[config.mk]
export PLATFORM = sky130hd
export DESIGN_NAME = i2c_xfer_sched_flat
export DESIGN_NICKNAME = d
export VERILOG_FILES = /design/src/rtl/i2c_xfer_sched_if.sv /design/src/rtl/i2c_xfer_sched.sv /design/src/flat_wrapper.sv
export SDC_FILE = /design/constraint.sdc
export NUM_CORES = 1
export LEC_CHECK = 0
export ABC_AREA = 0
export CELL_PAD_IN_SITES_DETAIL_PLACEMENT = 0
export CELL_PAD_IN_SITES_GLOBAL_PLACEMENT = 2
export CORE_AREA = 2 2 384 386
export DETAILED_ROUTE_END_ITERATION = 8
export DIE_AREA = 0 0 386 388
export GPL_ROUTABILITY_DRIVEN = 0
export PLACE_DENSITY_LB_ADDON = 0.1
export SYNTH_ARGS = -nofsm -noshare
export SYNTH_HDL_FRONTEND = slang
export SYNTH_SLANG_ARGS = --single-unit
[constraint.sdc]
create_clock -name clk -period 2.07 [get_ports clk]
set_input_delay 0.414 -clock clk [delete_from_list [all_inputs] [get_ports clk]]
set_output_delay 0.414 -clock clk [all_outputs]
set_load 0.01 [all_outputs]
[src/rtl/i2c_xfer_sched_if.sv]
// Bundle of requester-side and I2C-master-side signals for the transfer scheduler.
// master = the clients plus the I2C master (drive requests and status); slave = the scheduler.
interface i2c_xfer_sched_if #(
  parameter int NREQ = 4
) ();
  logic [NREQ-1:0]     req_vld;
  logic [NREQ*7-1:0]   req_addr;
  logic [NREQ-1:0]     req_rw;
  logic [NREQ*4-1:0]   req_len;
  logic [NREQ*128-1:0] req_wdata;
  logic [NREQ-1:0]     req_gnt;
  logic [NREQ-1:0]     req_done;
  logic                rsp_err;
  logic [127:0]        rsp_rdata;
  logic [15:0]         mst_ctrl;
  logic [127:0]        mst_wfifo;
  logic [127:0]        mst_rfifo;
  logic [7:0]          mst_status;

  modport master (
    output req_vld, req_addr, req_rw, req_len, req_wdata, mst_rfifo, mst_status,
    input  req_gnt, req_done, rsp_err, rsp_rdata, mst_ctrl, mst_wfifo
  );

  modport slave (
    input  req_vld, req_addr, req_rw, req_len, req_wdata, mst_rfifo, mst_status,
    output req_gnt, req_done, rsp_err, rsp_rdata, mst_ctrl, mst_wfifo
  );
endinterface

[src/rtl/i2c_xfer_sched.sv]
// Round-robin scheduler sharing one I2C master among NREQ clients: grants, launches,
// tracks master busy with start/run timeouts, and returns read data with a done pulse.
module i2c_xfer_sched #(
  parameter int NREQ    = 4,
  parameter int STR_TMO = 64,
  parameter int RUN_TMO = 4096
) (
  input  logic                 clk,
  input  logic                 rstn,
  i2c_xfer_sched_if.slave      io_bus
);

  localparam int IW = $clog2(NREQ);
  localparam int TW = $clog2(RUN_TMO + 1);
  localparam logic [TW-1:0] STR_LAST = TW'(STR_TMO - 1);
  localparam logic [TW-1:0] RUN_LAST = TW'(RUN_TMO - 1);

  typedef enum logic [2:0] {
    S_IDLE,
    S_LAUNCH,
    S_WAIT_BSY,
    S_RUN,
    S_DONE
  } state_t;

  state_t          r_state;
  logic [IW-1:0]   r_rr;
  logic [IW-1:0]   r_gidx;
  logic [TW-1:0]   r_timer;
  logic            r_busy_q;
  logic [NREQ-1:0] r_gnt;
  logic [NREQ-1:0] r_done;
  logic            r_err;
  logic [127:0]    r_rdata;
  logic [15:0]     r_ctrl;
  logic [127:0]    r_wfifo;

  logic            w_busy;
  logic            w_busy_fall;
  logic            w_any;
  logic [IW-1:0]   w_lo;
  logic [IW-1:0]   w_hi;
  logic            w_hi_ok;
  logic [IW-1:0]   w_pick;
  logic [NREQ-1:0] w_pick_oh;
  logic [6:0]      w_sel_addr;
  logic            w_sel_rw;
  logic [3:0]      w_sel_len;
  logic [127:0]    w_sel_wdata;
  logic            w_fin;
  logic            w_fin_err;
  logic            w_unused_status;

  assign w_busy          = io_bus.mst_status[7];
  assign w_unused_status = ^io_bus.mst_status[6:0];
  assign w_busy_fall     = r_busy_q & ~w_busy;
  assign w_any           = |io_bus.req_vld;

  // Rotating priority: the lowest set index at/after r_rr wins, else the lowest overall.
  always_comb begin
    // NOTE: every combinational output gets a default first so no path can infer a latch.
    w_lo    = '0;
    w_hi    = '0;
    w_hi_ok = 1'b0;
    for (int j = NREQ - 1; j >= 0; j--) begin
      if (io_bus.req_vld[j]) begin
        w_lo = IW'(j);
        if (IW'(j) >= r_rr) begin
          w_hi    = IW'(j);
          w_hi_ok = 1'b1;
        end
      end
    end
    w_pick = w_hi_ok ? w_hi : w_lo;
  end

  always_comb begin
    w_pick_oh   = '0;
    w_sel_addr  = '0;
    w_sel_rw    = 1'b0;
    w_sel_len   = '0;
    w_sel_wdata = '0;
    for (int j = 0; j < NREQ; j++) begin
      if (IW'(j) == w_pick) begin
        w_pick_oh[j] = 1'b1;
        w_sel_addr   = io_bus.req_addr[7*j +: 7];
        w_sel_rw     = io_bus.req_rw[j];
        w_sel_len    = io_bus.req_len[4*j +: 4];
        w_sel_wdata  = io_bus.req_wdata[128*j +: 128];
      end
    end
  end

  // Completion: busy never arrived, busy fell, or busy stayed up too long.
  always_comb begin
    w_fin     = 1'b0;
    w_fin_err = 1'b1;
    case (r_state)
      S_WAIT_BSY: w_fin = !w_busy && (r_timer >= STR_LAST);
      S_RUN: begin
        w_fin     = w_busy_fall || (r_timer >= RUN_LAST);
        w_fin_err = !w_busy_fall;
      end
      default: ;
    endcase
  end

  always_ff @(posedge clk or negedge rstn) begin
    if (!rstn) begin
      r_state  <= S_IDLE;
      r_rr     <= '0;
      r_gidx   <= '0;
      r_timer  <= '0;
      r_busy_q <= 1'b0;
      r_gnt    <= '0;
      r_done   <= '0;
      r_err    <= 1'b0;
      r_rdata  <= '0;
      r_ctrl   <= '0;
      r_wfifo  <= '0;
    end else begin
      // NOTE: state uses non-blocking assignments so every read sees the pre-edge value;
      // later assignments in this block intentionally override earlier defaults.
      r_busy_q <= w_busy;
      r_done   <= '0;
      if (r_timer != '1) r_timer <= r_timer + 1'b1;

      case (r_state)
        S_IDLE: begin
          if (w_any && !w_busy) begin
            r_gidx  <= w_pick;
            r_gnt   <= w_pick_oh;
            r_ctrl  <= {w_sel_addr, w_sel_rw, 1'b1, 3'b000, w_sel_len};
            r_wfifo <= w_sel_wdata;
            r_timer <= '0;
            r_state <= S_LAUNCH;
          end
        end
        S_LAUNCH: begin
          r_timer <= '0;
          r_state <= S_WAIT_BSY;
        end
        S_WAIT_BSY: begin
          if (w_busy) begin
            r_ctrl[7] <= 1'b0;
            r_timer   <= '0;
            r_state   <= S_RUN;
          end
        end
        S_RUN: ;
        S_DONE: begin
          r_gnt   <= '0;
          r_ctrl  <= '0;
          r_wfifo <= '0;
          r_rr    <= (r_gidx == IW'(NREQ - 1)) ? '0 : r_gidx + 1'b1;
          r_timer <= '0;
          r_state <= S_IDLE;
        end
        default: r_state <= S_IDLE;
      endcase

      if (w_fin) begin
        r_done    <= r_gnt;
        r_err     <= w_fin_err;
        if (r_ctrl[8]) r_rdata <= io_bus.mst_rfifo;
        r_ctrl[7] <= 1'b0;
        r_timer   <= '0;
        r_state   <= S_DONE;
      end
    end
  end

  assign io_bus.req_gnt   = r_gnt;
  assign io_bus.req_done  = r_done;
  assign io_bus.rsp_err   = r_err;
  assign io_bus.rsp_rdata = r_rdata;
  assign io_bus.mst_ctrl  = r_ctrl;
  assign io_bus.mst_wfifo = r_wfifo;

endmodule

[src/flat_wrapper.sv]
// flat-port wrapper written by rule: the top's interface ports become plain ports
module i2c_xfer_sched_flat 
#(
  parameter int NREQ    = 4,
  parameter int STR_TMO = 64,
  parameter int RUN_TMO = 4096
)
  (clk, rstn, io_bus_req_vld, io_bus_req_addr, io_bus_req_rw, io_bus_req_len, io_bus_req_wdata, io_bus_mst_rfifo, io_bus_mst_status, io_bus_req_gnt, io_bus_req_done, io_bus_rsp_err, io_bus_rsp_rdata, io_bus_mst_ctrl, io_bus_mst_wfifo);
  i2c_xfer_sched_if #(.NREQ(NREQ)) io_bus_i ();
  input  logic clk;
  input  logic rstn;
  input wire logic [$bits(io_bus_i.req_vld)-1:0] io_bus_req_vld;
  input wire logic [$bits(io_bus_i.req_addr)-1:0] io_bus_req_addr;
  input wire logic [$bits(io_bus_i.req_rw)-1:0] io_bus_req_rw;
  input wire logic [$bits(io_bus_i.req_len)-1:0] io_bus_req_len;
  input wire logic [$bits(io_bus_i.req_wdata)-1:0] io_bus_req_wdata;
  input wire logic [$bits(io_bus_i.mst_rfifo)-1:0] io_bus_mst_rfifo;
  input wire logic [$bits(io_bus_i.mst_status)-1:0] io_bus_mst_status;
  output wire logic [$bits(io_bus_i.req_gnt)-1:0] io_bus_req_gnt;
  output wire logic [$bits(io_bus_i.req_done)-1:0] io_bus_req_done;
  output wire logic [$bits(io_bus_i.rsp_err)-1:0] io_bus_rsp_err;
  output wire logic [$bits(io_bus_i.rsp_rdata)-1:0] io_bus_rsp_rdata;
  output wire logic [$bits(io_bus_i.mst_ctrl)-1:0] io_bus_mst_ctrl;
  output wire logic [$bits(io_bus_i.mst_wfifo)-1:0] io_bus_mst_wfifo;
  assign io_bus_i.req_vld = io_bus_req_vld;
  assign io_bus_i.req_addr = io_bus_req_addr;
  assign io_bus_i.req_rw = io_bus_req_rw;
  assign io_bus_i.req_len = io_bus_req_len;
  assign io_bus_i.req_wdata = io_bus_req_wdata;
  assign io_bus_i.mst_rfifo = io_bus_mst_rfifo;
  assign io_bus_i.mst_status = io_bus_mst_status;
  assign io_bus_req_gnt = io_bus_i.req_gnt;
  assign io_bus_req_done = io_bus_i.req_done;
  assign io_bus_rsp_err = io_bus_i.rsp_err;
  assign io_bus_rsp_rdata = io_bus_i.rsp_rdata;
  assign io_bus_mst_ctrl = io_bus_i.mst_ctrl;
  assign io_bus_mst_wfifo = io_bus_i.mst_wfifo;
  i2c_xfer_sched #(.NREQ(NREQ), .STR_TMO(STR_TMO), .RUN_TMO(RUN_TMO)) u_core (.clk(clk), .rstn(rstn), .io_bus(io_bus_i));
endmodule
# Yosys cells after proc, flatten, opt, wreduce, memory -nomap -nowiden

Index checks and enable logic that the tools add are counted.

Flip-flop bits (word level): 302
Logic and storage cells: 115

Add/subtract/negate cells: 2
$lt $le $gt $ge: 6
Equal/unequal tests: 13
Muxes and demuxes: 64
Bitwise gates (word level): 2
Reduce and logical (&&, ||, !) cells: 16

Operators with widths:

| operator                                                                              | number |
|---|---|
| 128-bit 2-to-1 mux                                                                    | 5 |
| 128-bit case mux with 2 select lines                                                  | 1 |
| 13-bit 2-to-1 mux                                                                     | 4 |
| 13-bit case mux with 3 select lines                                                   | 1 |
| 2-bit 2-to-1 mux                                                                      | 14 |
| 7-bit 2-to-1 mux                                                                      | 4 |
| 4-bit 2-to-1 mux                                                                      | 6 |
| 1-bit 2-to-1 mux                                                                      | 19 |
| 16-bit 2-to-1 mux                                                                     | 1 |
| 8-bit case mux with 2 select lines                                                    | 1 |
| 7-bit case mux with 2 select lines                                                    | 1 |
| 13-bit by 1-bit adder with 13-bit output, second input constant                       | 1 |
| 13-bit by 12-bit greater-or-equal comparator with 1-bit output, second input constant | 1 |
| 13-bit by 6-bit greater-or-equal comparator with 1-bit output, second input constant  | 1 |
| 13-bit inequality test, second input constant                                         | 1 |
| 3-bit case mux with 4 select lines                                                    | 1 |
| 3-bit 2-to-1 mux                                                                      | 3 |
| 4-bit case mux with 2 select lines                                                    | 1 |
| 3-bit by 2-bit equality test with 1-bit output, second input constant                 | 2 |
| 2-bit AND reduction                                                                   | 3 |
| 3-bit AND reduction                                                                   | 2 |
| 2-bit equality test, first input constant                                             | 2 |
| 1-bit by 2-bit greater-or-equal comparator with 1-bit output, first input constant    | 2 |
| 2-bit greater-or-equal comparator, first input constant                               | 2 |
| 21 further kinds                                                                      | 24 |

# Logic depth before layout (Yosys ltp)

Depth in word-level cells: 18
Mapped depth: 9

# Worst setup path after synthesis

Ideal clock, no wire load.

Path kind: register to register
Start: register u_core.r_timer[8]
End: register u_core.r_rdata[75], in the netlist u_core.io_bus.rsp_rdata[75]
Setup time: 0.128 ns
Arrival: 1.956 ns
Data required time: 1.942 ns
Setup slack: -0.014 ns
Stages on the path, launching flop included: 9
Buffers on the path: 2
Clock period less this slack: 2.084 ns
Cells stage by stage: dfrtp_1 > and4_1 > and3_1 > a221oi_2 > o21ai_1 > and2_1 > buf_2 > buf_4 > mux2_1

Longest elaborated chain between the ends: 4
Elaborated cells between the ends (all ways): 6

RTL lines:

| what                                                                                                                                                   | RTL line                                    | source |
|---|---|---|
| from (decl)                                                                                                                                            | i2c_xfer_sched.sv:29                        | `logic [TW-1:0] r_timer;` |
| from (signal assigned)                                                                                                                                 | i2c_xfer_sched.sv:126                       | `if (r_timer != '1) r_timer <= r_timer + 1'b1;` |
| 13-bit by 12-bit greater-or-equal comparator with 1-bit output / 13-bit by 6-bit greater-or-equal comparator with 1-bit output (equally long branches) | i2c_xfer_sched.sv:101, i2c_xfer_sched.sv:99 |  |
| 1-bit logical OR / 1-bit logical AND (equally long branches)                                                                                           | i2c_xfer_sched.sv:101, i2c_xfer_sched.sv:99 |  |
| 1-bit case mux with 2 select lines *                                                                                                                   | i2c_xfer_sched.sv:98                        | `case (r_state)` |
| 2-bit AND reduction (no line) *                                                                                                                        | n/a                                         |  |
| to (signal assigned)                                                                                                                                   | i2c_xfer_sched.sv:165                       | `if (r_ctrl[8]) r_rdata <= io_bus.mst_rfifo;` |
| to (decl)                                                                                                                                              | i2c_xfer_sched.sv:34                        | `logic [127:0] r_rdata;` |

Every way passes the cells marked *; elsewhere a longest branch is shown, timed or not.
A chain may end at the register's enable or synchronous reset.

# Final worst setup path

Start: register u_core.r_timer[8]
End: register u_core.r_rdata[85], in the netlist u_core.io_bus.rsp_rdata[85]

Same word-level chain as after synthesis.

==> impl_metrics.env <==
export IMPL_grt_antenna_before_repair=17
export IMPL_dp_cells=4429
export IMPL_synth_top_family_by_area="compound AO/OA/AOI/OAI gates"
export IMPL_crit_type="reg2reg"
export IMPL_yosys_area_share_simple=0.146
export IMPL_grt_max_degree=63
export IMPL_synth_adder_area_share=0.00163
export IMPL_ant_nets=0
export IMPL_synth_top_cell_area_share=0.489
export IMPL_worst_r2r_path_depth=9
export IMPL_yosys_warnings=0
export IMPL_fin_crit_ps=2200
export IMPL_final_layout_size_suffix_gt1_frac=0.264
export IMPL_worst_pin_slew_ps=1140
export IMPL_area_growth_syn_to_layout_pct=122
export IMPL_synth_top_cells_by_area="dfrtp_1, mux2_2, nor3_1, nand2_1, o221ai_1"
export IMPL_floorplan_initialDensity=0.105
export IMPL_end_kind="register"
export IMPL_synth_area_per_cell_um2=10.1
export IMPL_cp_max_fo=8
export IMPL_cts_tree="done"
export IMPL_htreeDepth=2
export IMPL_finalSetupViolCount=208
export IMPL_die_w_um=386
export IMPL_drt_iter0_drc=628
export IMPL_p_leak_nw=13.4
export IMPL_clk_path_buf_depth=3
export IMPL_fmax_ghz=0.455
export IMPL_cts_sinks=299
export IMPL_synth_edf_count=0
export IMPL_crit_required_ps=2560
export IMPL_die_area_um2=150000
export IMPL_violations="negative setup slack"
export IMPL_r2r_slack_ps=-130
export IMPL_arrival_ps=2690
export IMPL_synth_async_sr_flop_share=1.00
export IMPL_cts_root_buf="clkbuf_16"
export IMPL_timing_max_cap_violations=0
export IMPL_muxShareOfSynthArea=0.136
export IMPL_fin_nets=3364
export IMPL_outcome="finished with violations"
export IMPL_p_per_area_nw_per_um2=1260
export IMPL_cts_buffers=48
export IMPL_netlist_instances=1514
export IMPL_synth_seq_area_share=0.489
export IMPL_avgViaCountPerCell=3.80
export IMPL_synth_distinct_cells=53
export IMPL_rsz0062_at_grt="true"
export IMPL_synth_compound_area_frac=0.174
export IMPL_period_share=1.06
export IMPL_grt_pass1_wl_um=159000
export IMPL_clock_skew_ps=29.3
export IMPL_overflow=0
export IMPL_report_final_hold_viol_count=0
export IMPL_place_ws_ps=-1000
export IMPL_ys_ff_latch=299
export IMPL_max_slew_margin=0.242
export IMPL_startpoint_type="register"
export IMPL_num_rows=140
export IMPL_vias=17555
export IMPL_coreArea_um2=145000
export IMPL_setup_slack_ps=-126
export IMPL_syn_cell_area_um2=15300
export IMPL_dr_pass1_iters=7
export IMPL_wl_per_cell_um=26.6
export IMPL_hold_class="in2async"
export IMPL_synth_ff_type="dfrtp_1"
export IMPL_grt_pass1_vias=19028
export IMPL_stdcell_count=4624
export IMPL_die_y_um=388
export IMPL_synth_xor_area_share=0.00515
export IMPL_path_clk_slew_ps=60
export IMPL_dp_hpwl_um=86600
export IMPL_synth_area_leader_cell="dfrtp_1"
export IMPL_drc=0
export IMPL_final_max_slew_violation_count=0
export IMPL_track_usage=0.151
export IMPL_vdd_drop_max_v=0.000559
export IMPL_portBuffers=972
export IMPL_reg2reg_from="u_core.r_timer[8]$_DFF_PN0_"
export IMPL_routed_wl_um=123000
export IMPL_clk_latency_ps=630
export IMPL_rr_endpoint="u_core.io_bus.rsp_rdata[85]$_DFFE_PN0P_"
export IMPL_fin_setup_tns_ps=-9720
export IMPL_io_pins=983
## how the worst max path moves through the flow
| stage | from | end | slack, ps | depth (start not counted) |
|---|---|---|---|---|
| after detailed placement | io_bus_req_vld[3] | u_core.io_bus.mst_wfifo[121]$_DFFE_PN0P_ | -1000 | 9 |
| final | u_core.r_timer[8]$_DFF_PN0_ | u_core.io_bus.rsp_rdata[85]$_DFFE_PN0P_ | -130 | 9 |
| after CTS | u_core.r_rr[0]$_DFFE_PN0P_ | u_core.io_bus.mst_wfifo[69]$_DFFE_PN0P_ | -170 | 8 |
| after floorplan | u_core.r_state[0]$_DFFE_PN0P_ | u_core.io_bus.mst_wfifo[126]$_DFFE_PN0P_ | 20 | 8 |
| after global routing | u_core.r_rr[0]$_DFFE_PN0P_ | u_core.io_bus.mst_wfifo[86]$_DFFE_PN0P_ | -220 | 11 |
| after global placement | io_bus_req_vld[3] | u_core.io_bus.mst_wfifo[110]$_DFFE_PN0P_ | -1020 | 9 |
## cell families after synthesis
logic type | count (synthesis)
xor gates and xnor gates | 9
buffers and inverters | 147
other | 1
DFF | 299
AOI/OAI and AO/OA | 372
adders and majority gates | 2
muxes | 192
and+or+nand+nor | 492
## through the flow
stage	hold WS, ps	instance area [um2]	power (mW)	util
floorplan	118	15300	17.6	-
global placement	394	28600	29.7	0.197
detailed placement	387	28600	29.7	0.197
CTS	278	32300	41.9	0.223
global route	289	34000	45.6	0.234
finish	284	34100	42.9	0.234
## worst max-delay path: stages, from the launching register on
cell	delay, ps
dfrtp_1	390
and4_1	220
and3_4	190
a221oi_4	250
o21ai_2	90
and2_4	200
buf_12	150
buf_12	140
buf_16	140
mux2_4	290
## registers in the layout (all words and copies together) (netlist names)
register / flops
u_core.r_gidx: 2
u_core.io_bus.req_done: 4
u_core.io_bus.req_gnt: 4
u_core.io_bus.mst_wfifo: 128
u_core.io_bus.mst_ctrl: 13
u_core.io_bus.rsp_rdata: 128
u_core.io_bus.rsp_err: 1
u_core.r_timer: 13
u_core.r_rr: 2
u_core.r_busy_q: 1
u_core.r_state: 3
## power breakdown
| part | leakage (nW) | total (mW) | switching [mW] | internal (mW) |
|---|---|---|---|---|
| Combinational | 8.99 | 23.8 | 11.4 | 12.4 |
| Clock | 0.836 | 8.96 | 3.47 | 5.49 |
| Sequential | 3.56 | 10.2 | 1.66 | 8.50 |
## layer usage
layer / global-route usage / up-vias / wire length, um
met4: 0.0334 / 10 / 2370
met3: 0.0442 / 121 / 8830
met2: 0.278 / 636 / 63800
met1: 0.170 / 8798 / 47800
li1: - / 7990 / -
met5: 0 / - / 69
## synthesized netlist by cell type (2+ instances only)
cell type,instances
a21o_1,2
nor4_1,4
nand2b_1,2
xnor2_1,3
buf_1,8
dfrtp_1,299
nor3_1,164
or2_1,2
o221ai_1,81
nand2_1,211
ha_1,2
and3_1,3
nor2_1,22
o21ai_1,3
and2_1,5
o31ai_1,82
xor2_1,6
mux2_2,110
inv_1,4
nand3_1,65
a211o_1,59
a21oi_1,65
mux2i_1,62
buf_2,13
clkbuf_1,92
o21ai_0,68
buf_4,17
buf_6,13
nand4_1,3
mux2_1,20
o32a_1,2
## what timing repair did
item / CTS / global route
resized for setup: 278 / 304
cloned: 26 / 24
buffers inserted: 46 / 22
endpoints found under the hold margin: 23 / 0
hold buffers: 1 / 0
pin swaps: 106 / 89
setup endpoints to repair: 359 / 283
## placed cells by master, fill, tap and decap left out, types with 7 or more instances in the layout
master | netlist | routed
dfrtp_1 | 299 | 295
clkbuf_16 | 0 | 69
nand3_2 | 0 | 8
clkbuf_8 | 0 | 11
buf_4 | 17 | 114
mux2i_1 | 62 | 42
o31ai_1 | 82 | 58
buf_8 | 0 | 16
mux2i_4 | 0 | 7
buf_12 | 0 | 65
nor2_1 | 22 | 18
mux2_2 | 110 | 56
o31ai_2 | 0 | 24
bufinv_16 | 0 | 7
buf_16 | 0 | 25
clkdlybuf4s50_1 | 0 | 891
nor3_1 | 164 | 47
dlygate4sd2_1 | 0 | 80
a21oi_2 | 1 | 20
a211o_1 | 59 | 58
mux2i_2 | 0 | 13
o221ai_1 | 81 | 75
nand2_1 | 211 | 209
clkinv_2 | 0 | 13
buf_6 | 13 | 23
o21ai_1 | 3 | 26
mux2_4 | 0 | 70
nand3_1 | 65 | 56
nor3_4 | 1 | 52
a21oi_1 | 65 | 45
diode_2 | 0 | 11
nor3_2 | 1 | 67
o21ai_0 | 68 | 39
## final cells by class
class                           instances  area [um2]
Tap cell                             1917        2400
Clock buffer                           62        1360
Inverter                                4        15.0
Clock inverter                         24         315
Multi-Input combinational cell       1070        8910
Sequential cell                       299        7490
Antenna cell                           11        27.5
Fill cell                           15564      111000
Timing Repair Buffer                 1237       13500
Power figures use the tool's default switching activity.
